File: src/rtl/delta_result_buffer.sv
`default_nettype none
// ============================================================================
// Module   : delta_result_buffer
// Brief    : Change-detecting result buffer. Pushes result_in into a
//            first-word-fall-through FIFO only when it differs from the last
//            sampled value, and counts change events lost to a full FIFO.
// Revision : 1.0 - initial release
// ============================================================================
module delta_result_buffer #(
    parameter int WIDTH = 16,
    parameter int DEPTH = 4,
    parameter int CNT_W = 8
) (
    input  logic                       clk,
    input  logic                       rst_n,
    input  logic                       clear,
    input  logic                       sample_en,
    input  logic [WIDTH-1:0]           result_in,
    output logic [WIDTH-1:0]           out_data,
    output logic                       out_valid,
    input  logic                       out_ready,
    output logic [$clog2(DEPTH):0]     level,
    output logic [CNT_W-1:0]           drop_count
);

    localparam int                c_AW      = $clog2(DEPTH);
    localparam logic [c_AW:0]     c_FULL    = (c_AW+1)'(DEPTH);
    localparam logic [c_AW:0]     c_LVL_ONE = (c_AW+1)'(1);
    localparam logic [c_AW-1:0]   c_PTR_ONE = c_AW'(1);
    localparam logic [CNT_W-1:0]  c_CNT_ONE = CNT_W'(1);
    localparam logic [CNT_W-1:0]  c_CNT_MAX = '1;

    logic [WIDTH-1:0] r_mem [DEPTH];
    logic [c_AW-1:0]  r_wr_ptr;
    logic [c_AW-1:0]  r_rd_ptr;
    logic [c_AW:0]    r_level;
    logic [CNT_W-1:0] r_drop_count;
    logic [WIDTH-1:0] r_last_val;
    logic             r_last_vld;

    logic w_change;
    logic w_pop;
    logic w_push;
    logic w_drop;

    // Event decode: change detection, pop/push qualification and drop.
    // A full FIFO still accepts a push when the head is popped the same cycle.
    always_comb begin
        w_change = sample_en && (!r_last_vld || (result_in != r_last_val));
        w_pop    = (r_level != '0) && out_ready;
        w_push   = w_change && ((r_level != c_FULL) || w_pop);
        w_drop   = w_change && !w_push;
    end

    // Control state: pointers, occupancy, drop counter and change tracking.
    // clear wins over everything and leaves last_val untouched.
    always_ff @(posedge clk or negedge rst_n) begin
        if (!rst_n) begin
            r_wr_ptr     <= '0;
            r_rd_ptr     <= '0;
            r_level      <= '0;
            r_drop_count <= '0;
            r_last_val   <= '0;
            r_last_vld   <= 1'b0;
        end else if (clear) begin
            r_wr_ptr     <= '0;
            r_rd_ptr     <= '0;
            r_level      <= '0;
            r_drop_count <= '0;
            r_last_vld   <= 1'b0;
        end else begin
            if (sample_en) begin
                r_last_val <= result_in;
                r_last_vld <= 1'b1;
            end
            if (w_push) begin
                r_wr_ptr <= r_wr_ptr + c_PTR_ONE;
            end
            if (w_pop) begin
                r_rd_ptr <= r_rd_ptr + c_PTR_ONE;
            end
            case ({w_push, w_pop})
                2'b10:   r_level <= r_level + c_LVL_ONE;
                2'b01:   r_level <= r_level - c_LVL_ONE;
                default: r_level <= r_level;
            endcase
            if (w_drop && (r_drop_count != c_CNT_MAX)) begin
                r_drop_count <= r_drop_count + c_CNT_ONE;
            end
        end
    end

    // Storage write; array contents are never reset, only pointers are.
    always_ff @(posedge clk) begin
        if (w_push && !clear) begin
            r_mem[r_wr_ptr] <= result_in;
        end
    end

    assign out_data   = r_mem[r_rd_ptr];
    assign out_valid  = (r_level != '0);
    assign level      = r_level;
    assign drop_count = r_drop_count;

endmodule
`default_nettype wire

File: config.mk
export PLATFORM = sky130hd
export DESIGN_NAME = delta_result_buffer
export DESIGN_NICKNAME = d
export VERILOG_FILES = /design/src/rtl/delta_result_buffer.sv
export SDC_FILE = /design/constraint.sdc
export NUM_CORES = 1
export LEC_CHECK = 0
export CAP_MARGIN = 10
export CELL_PAD_IN_SITES_DETAIL_PLACEMENT = 1
export CELL_PAD_IN_SITES_GLOBAL_PLACEMENT = 2
export CORE_UTILIZATION = 32
export DETAILED_ROUTE_END_ITERATION = 12
export HOLD_SLACK_MARGIN = 0.05
export PLACE_DENSITY = 0.61
export SKIP_CTS_REPAIR_TIMING = 1
export SLEW_MARGIN = 20
export SYNTH_ARGS = -nofsm -noshare
export SYNTH_HDL_FRONTEND = slang
export SYNTH_SLANG_ARGS = --single-unit
File: constraint.sdc
create_clock -name clk -period 2.7 [get_ports clk]
set_input_delay 0.675 -clock clk [delete_from_list [all_inputs] [get_ports clk]]
set_output_delay 0.675 -clock clk [all_outputs]
set_load 0.02 [all_outputs]
==> results of run 1 <==
## how the worst max path moves through the flow
stage | depth (start not counted) | endpoint | start | slack, ps
3_5_place_dp | 9 | level[2]$_DFFE_PN0P_ | result_in[3] | -600
5_1_grt | 9 | level[2]$_DFFE_PN0P_ | result_in[11] | 20
4_1_cts | 9 | level[2]$_DFFE_PN0P_ | result_in[3] | -240
2_1_floorplan | 8 | level[2]$_DFFE_PN0P_ | result_in[2] | 200
6_report | 8 | r_mem[0][15]$_DFFE_PP_ | result_in[0] | 130
3_3_place_gp | 9 | level[2]$_DFFE_PN0P_ | result_in[3] | -550
## stage by stage
| step | std cells | setup TNS, ps | total power [mW] | cell area [sq um] | util (%) |
|---|---|---|---|---|---|
| 2_1_floorplan | 249 | 0 | 2.258 | 4071 | - |
| 3_3_place_gp | 482 | -35670 | 2.641 | 4984 | 40.81 |
| 3_5_place_dp | 482 | -37660 | 2.647 | 4984 | 40.81 |
| 4_1_cts | 498 | -11670 | 3.949 | 5283 | 43.26 |
| 5_1_grt | 498 | 0 | 4.059 | 5365 | 43.93 |
| 6_report | 498 | 0 | 3.884 | 5365 | 43.93 |
## sequential cells by signal (all words and copies together), names as in the netlist
signal      flops
r_mem          64
r_last_vld      1
r_last_val     16
r_rd_ptr        2
drop_count      8
r_wr_ptr        2
level           3
## worst max-delay path: stages
cell	delay, ps
clkdlybuf4s50_1	510
xor2_1	200
nor4_2	260
nand3_2	160
or2_1	300
and3_2	200
and2_1	190
buf_12	170
## metal layers
layer / vias to the layer above / wire, microns
met5: - / 0
met4: 0 / 189
met3: 10 / 284
met2: 44 / 4248
met1: 1209 / 3749
li1: 1091 / -
## cell type report
class,count,area share [%]
Clock buffer,11,4.524
Clock inverter,5,1.049
Inverter,8,0.5597
Multi-Input combinational cell,134,24.23
Sequential cell,96,50.75
Tap cell,168,3.918
Timing Repair Buffer,76,14.97
## power groups by stage
stage	clock network, mW	registers [mW]	logic [mW]
6_report	1.29	1.72	0.874
2_1_floorplan	0	1.75	0.505
3_5_place_dp	0	1.75	0.893
3_3_place_gp	0	1.75	0.890
5_1_grt	1.38	1.73	0.947
4_1_cts	1.33	1.72	0.898
## cell families (layout without fill, tap and decap cells)
kind of cell | after synthesis | after routing | share of synthesized area [%]
xor gates and xnor gates | 20 | 20 | 4.302
DFF | 96 | 96 | 66.87
adders and majority gates | 6 | 6 | 2.028
muxes | 35 | 35 | 14.17
AOI/OAI and AO/OA | 20 | 20 | 3.595
buffers and inverters | 19 | 100 | 1.998
and+or+nand+nor | 53 | 53 | 7.037
## cells in the final DEF (no fill, tap or decap), types with 9 or more instances in the layout
master,synthesis,layout
edfxtp_1,64,64
dfrtp_1,32,32
clkdlybuf4s50_1,0,28
buf_4,0,23
dlymetal6s2s_1,0,20
xor2_1,17,17
mux2_2,17,17
mux4_2,16,16
nor2_1,14,14
clkbuf_16,0,9
==> impl_metrics.yaml, run 1 <==
global_routing:
  grt_pass1_vias: 2553
  grt-ovfl-total: 0
  grt_busiest_layer: "met2"
  grtUsageMet1_pct: 18.07
  use_met2_pct: 24.24
  use_met3_pct: 2.688
  grt_pass1_wl_microns: 13740
  grt_usage_pct: 14.50
  grt_max_degree: 33
  antenna_found_initial: 0
pwr:
  p_int_mw: 2.854
  pwr-share-clk_pct: 33.2
  swShare_pct: 26.53
  p_switching_mw: 1.030
  ir_drop_uv: 343.5
  powerDensity_nw_per_um2: 723.9
  p_leak_nw: 2.084
  p_seq_share_pct: 44.3
  combPwrFrac_pct: 22.5
drt:
  antenna_left: 0
  drt-pass1-iter-count: 4
  finalWirelength_microns: 8471
  drcViolationCount: 0
  drtIter0Drc: 108
  vias_per_cell: 4.727
  post_drt_wl_per_cell_microns: 17.01
  vias: 2354
timing:
  final_hold_viol_count: 0
  worst_slew_pin_slew_ps: 455.3
  whs_ps: 503.8
  relSlewSlack_pct: 69.65
  clock_skew_ps: 6.584
  fmax_mhz: 388.4
  setup_ws_ps: 125.5
  fin_crit_ps: 2574
  post-route-period-util_pct: 95.35
  slew_violations: 0
  finalSetupViolCount: 0
  rsz0062_at_grt: "no"
logic_synthesis:
  synth_seq_area_share_pct: 66.87
  async_reset_ff_share_pct: 33.33
  synth_area_per_cell_sq_um: 16.35
  syn_nets: 276
  synth_area_sq_um: 4071
  synthTopCellsByArea: "edfxtp_1 (47%), dfrtp_1 (20%), mux4_2 (8.9%)"
  yosysMostFrequentCell: "edfxtp_1"
  synth_warnings: 0
  syn_inst: 249
  yosysUniqueCellTypes: 39
  synth_seq_cells: 96
  synth_top_area_share_pct: 47.20
  synth_edf_count: 64
  ys.flop_type: "edfxtp_1"
  synth.largest_area_cell: "edfxtp_1"
  synthTopCellsByCount: "edfxtp_1 (64), dfrtp_1 (32), mux2_2 (17), xor2_1 (17), mux4_2 (16)"
cells_and_area:
  drive_gt1_share_pct: 27.58
  multi_input_area_sq_um: 1300
  n_antenna_cell: 0
  fin_nets: 352
  register_area_sq_um: 2723
  syn2layout_area_growth_pct: 31.78
  num-fill-cells: 1253
clock_network:
  htreeDepth: 3
  numCtsBuffers: 9
  clockBufferDepth: 2
  cts_tree: "built"
  clk_latency_ps: 350
  root_buffer: "clkbuf_16"
  cts.sinks: 96
  clk_pin_slew_worst_paths_ps: 70
floorplanning:
  die-area_sq_um: 13180
  die_y_microns: 114.8
  ios: 49
  initial_core_util_pct: 33.34
  fp.dieW_microns: 114.8
  rows: 40
  core_sq_um: 12210
place:
  dp_slack_ps: -599.4
  dp_hpwl_microns: 5493
  place_congestion: 0.7557
  port_buffers: 48
worst_hold_path:
  hp-start: "r_last_vld$_DFFE_PN0P_"
  whs_endpoint: "r_last_vld$_DFFE_PN0P_"
  holdPathStages: 2
  hp-class: "reg2reg"
worst_setup_path:
  endpoint_kind: "flop"
  ff2ff_setup_slack_ps: 480
  critPathKind: "in2reg"
  r2r_cells: 7
  cp_max_fo: 16
  startpoint_type: "primary input"
  cp.arrival_ps: 2680
  worstPathRequired_ps: 2800
  r2r-start: "r_last_val[7]$_DFFE_PN0P_"
  r2r_end: "r_mem[0][15]$_DFFE_PP_"
run_status:
  status: "finished, final reports clean"
flow_run:
  drv_cap: 0
Power figures use the tool's default switching activity.
==> run 2, diff against run 1 <==
--- a/config.mk
+++ b/config.mk
@@ -8,6 +8,7 @@
 export CAP_MARGIN = 10
 export CELL_PAD_IN_SITES_DETAIL_PLACEMENT = 1
 export CELL_PAD_IN_SITES_GLOBAL_PLACEMENT = 2
+export CORE_ASPECT_RATIO = 0.5
 export CORE_UTILIZATION = 32
 export DETAILED_ROUTE_END_ITERATION = 12
 export HOLD_SLACK_MARGIN = 0.05
==> constraint.sdc (replaced) <==
create_clock -name clk -period 3.2 [get_ports clk]
set_input_delay 0.8 -clock clk [delete_from_list [all_inputs] [get_ports clk]]
set_output_delay 0.8 -clock clk [all_outputs]
set_load 0.02 [all_outputs]
==> run 2 against run 1 <==
Wire length increased by 3.0%; first-iteration DRC count decreased by 31%; worst hold slack improved by 6.3 ps; sequential cell count unchanged; cell count decreased by 0.60%; combinational power decreased by 16%.
==> impl_metrics.yaml, run 2 (same netlist as run 1, synthesis figures left out) <==
worst_setup_path:
  crit_end: "level[2]$_DFFE_PN0P_"
  startpoint_type: "primary input"
  critPathKind: "in2reg"
  ff2ff_setup_slack_ps: 790
  cp_max_fo: 6
  r2r-start: "r_last_val[2]$_DFFE_PN0P_"
  cp-startpoint: "result_in[3]"
  r2r_cells: 8
  worstPathRequired_ps: 3480
  r2r_end: "level[2]$_DFFE_PN0P_"
  endpoint_kind: "flop"
  cp.arrival_ps: 3290
timing:
  post-route-period-util_pct: 94.23
  worst_slew_pin_slew_ps: 508.4
  relSlewSlack_pct: 65.79
  rsz0062_at_grt: "no"
  fin_crit_ps: 3015
  finalSetupViolCount: 0
  clock_skew_ps: 9.862
  slew_violations: 0
  final_hold_viol_count: 0
  fmax_mhz: 331.7
cells_and_area:
  instances_no_fill: 495
  final_common_cell: "edfxtp_1"
  n_antenna_cell: 0
  largest_register_ffs: 64
  syn2layout_area_growth_pct: 28.95
  drive_gt1_share_pct: 25.76
  num-fill-cells: 1227
  final_cell_mix: "edfxtp_1 (64), clkdlybuf4s50_1 (48), dfrtp_1 (32), buf_4 (25)"
  top_register: "r_mem"
  fin_nets: 352
floorplanning:
  ios: 49
  die-area_sq_um: 13210
  rows: 28
  core_sq_um: 12090
  initial_core_util_pct: 33.69
  fp.dieW_microns: 161.5
  die_y_microns: 81.76
drt:
  antenna_left: 0
  vias_per_cell: 4.788
  vias: 2370
  post_drt_wl_per_cell_microns: 17.63
  drtIter0Drc: 75
  drt-pass1-iter-count: 4
  drcViolationCount: 0
  finalWirelength_microns: 8727
place:
  port_buffers: 48
  dp_hpwl_microns: 5885
  placed_cells: 479
  place_congestion: 0.7098
global_routing:
  grt-ovfl-total: 0
  grtUsageMet1_pct: 18.18
  grt_usage_pct: 14.38
  use_met3_pct: 3.586
  grt_pass1_wl_microns: 14020
  grt_pass1_vias: 2620
  antenna_found_initial: 0
  grt_busiest_layer: "met2"
  grt_max_degree: 33
  use_met2_pct: 24.83
worst_hold_path:
  hp-class: "reg2reg"
clock_network:
  cts_tree: "built"
  numCtsBuffers: 9
  cts.sinks: 96
  htreeDepth: 3
  clockBufferDepth: 2
  root_buffer: "clkbuf_16"
  clk_pin_slew_worst_paths_ps: 70
  clk_latency_ps: 340
pwr:
  p_leak_nw: 1.888
  powerDensity_nw_per_um2: 614.8
  totalPowerFinal_mw: 3.228
  ir_drop_uv: 241.8
run_status:
  status: "finished, final reports clean"
flow_run:
  drv_cap: 0
[run 2: cell types whose count changed in the layout (fill, tap and decap cells not counted), sizes merged]
cell           delta
clkdlybuf4s50    +20
dlymetal6s2s     -20
inv               +3
clkbuf            -2
bufinv            -1
clkinv            +1
clkinvlp          -1
[run 2: layout make-up]
cell class | instances | area [sq um] | share of cell area (%)
clock inverter | 7 | 63.81 | 1.215
multi-input combinational | 134 | 1274 | 24.26
timing repair buffer | 76 | 728.2 | 13.87
clock buffer | 9 | 225.2 | 4.290
tap | 165 | 206.4 | 3.932
inverter | 8 | 30.03 | 0.5720
sequential | 96 | 2723 | 51.86
[run 2: layer usage]
layer  up-vias  routed length (microns)
met5         -                        0
met4         0                       90
met3         9                      287
met2        33                     4243
met1      1236                     4104
li1       1092                        -
[run 2: worst min-delay path by stage]
stage | startpoint | depth (start not counted) | slack, ps | to
2_1_floorplan | r_last_vld$_DFFE_PN0P_ | 2 | 460 | r_last_vld$_DFFE_PN0P_
3_3_place_gp | r_last_vld$_DFFE_PN0P_ | 2 | 480 | r_last_vld$_DFFE_PN0P_
3_5_place_dp | r_last_vld$_DFFE_PN0P_ | 2 | 490 | r_last_vld$_DFFE_PN0P_
4_1_cts | r_last_vld$_DFFE_PN0P_ | 2 | 510 | r_last_vld$_DFFE_PN0P_
5_1_grt | r_last_val[5]$_DFFE_PN0P_ | 1 | 540 | r_last_val[5]$_DFFE_PN0P_
6_report | r_last_vld$_DFFE_PN0P_ | 2 | 510 | r_last_vld$_DFFE_PN0P_
[run 2: stage by stage]
| stage | utilization [%] | hold WS (ps) | setup TNS, ps | area (sq um) | setup slack (ps) |
|---|---|---|---|---|---|
| 5_1_grt | 43.44 | 539.5 | 0 | 5250 | 10.08 |
| 2_1_floorplan | - | 463.3 | 0 | 4071 | 573.7 |
| 4_1_cts | 43.39 | 512.1 | 0 | 5244 | 167.6 |
| 6_report | 43.44 | 510.0 | 0 | 5250 | 184.8 |
| 3_5_place_dp | 40.99 | 494.5 | -2053 | 4955 | -174.4 |
| 3_3_place_gp | 40.99 | 479.5 | -84.77 | 4955 | -78.97 |
[run 2: worst max-delay path, cell delays in order]
cell and delay (ps):
clkdlybuf4s50_1 520, xor2_1 200, nor4_2 340, nand3_1 240, o21ai_1 260, nand2_1 120, fa_1 430, a2111o_1 300
nand4_1 70
[run 2: power by group]
group | switching (mW) | internal, mW
combinational | 0.357 | 0.378
clock | 0.493 | 0.542
sequential | 0.0549 | 1.40
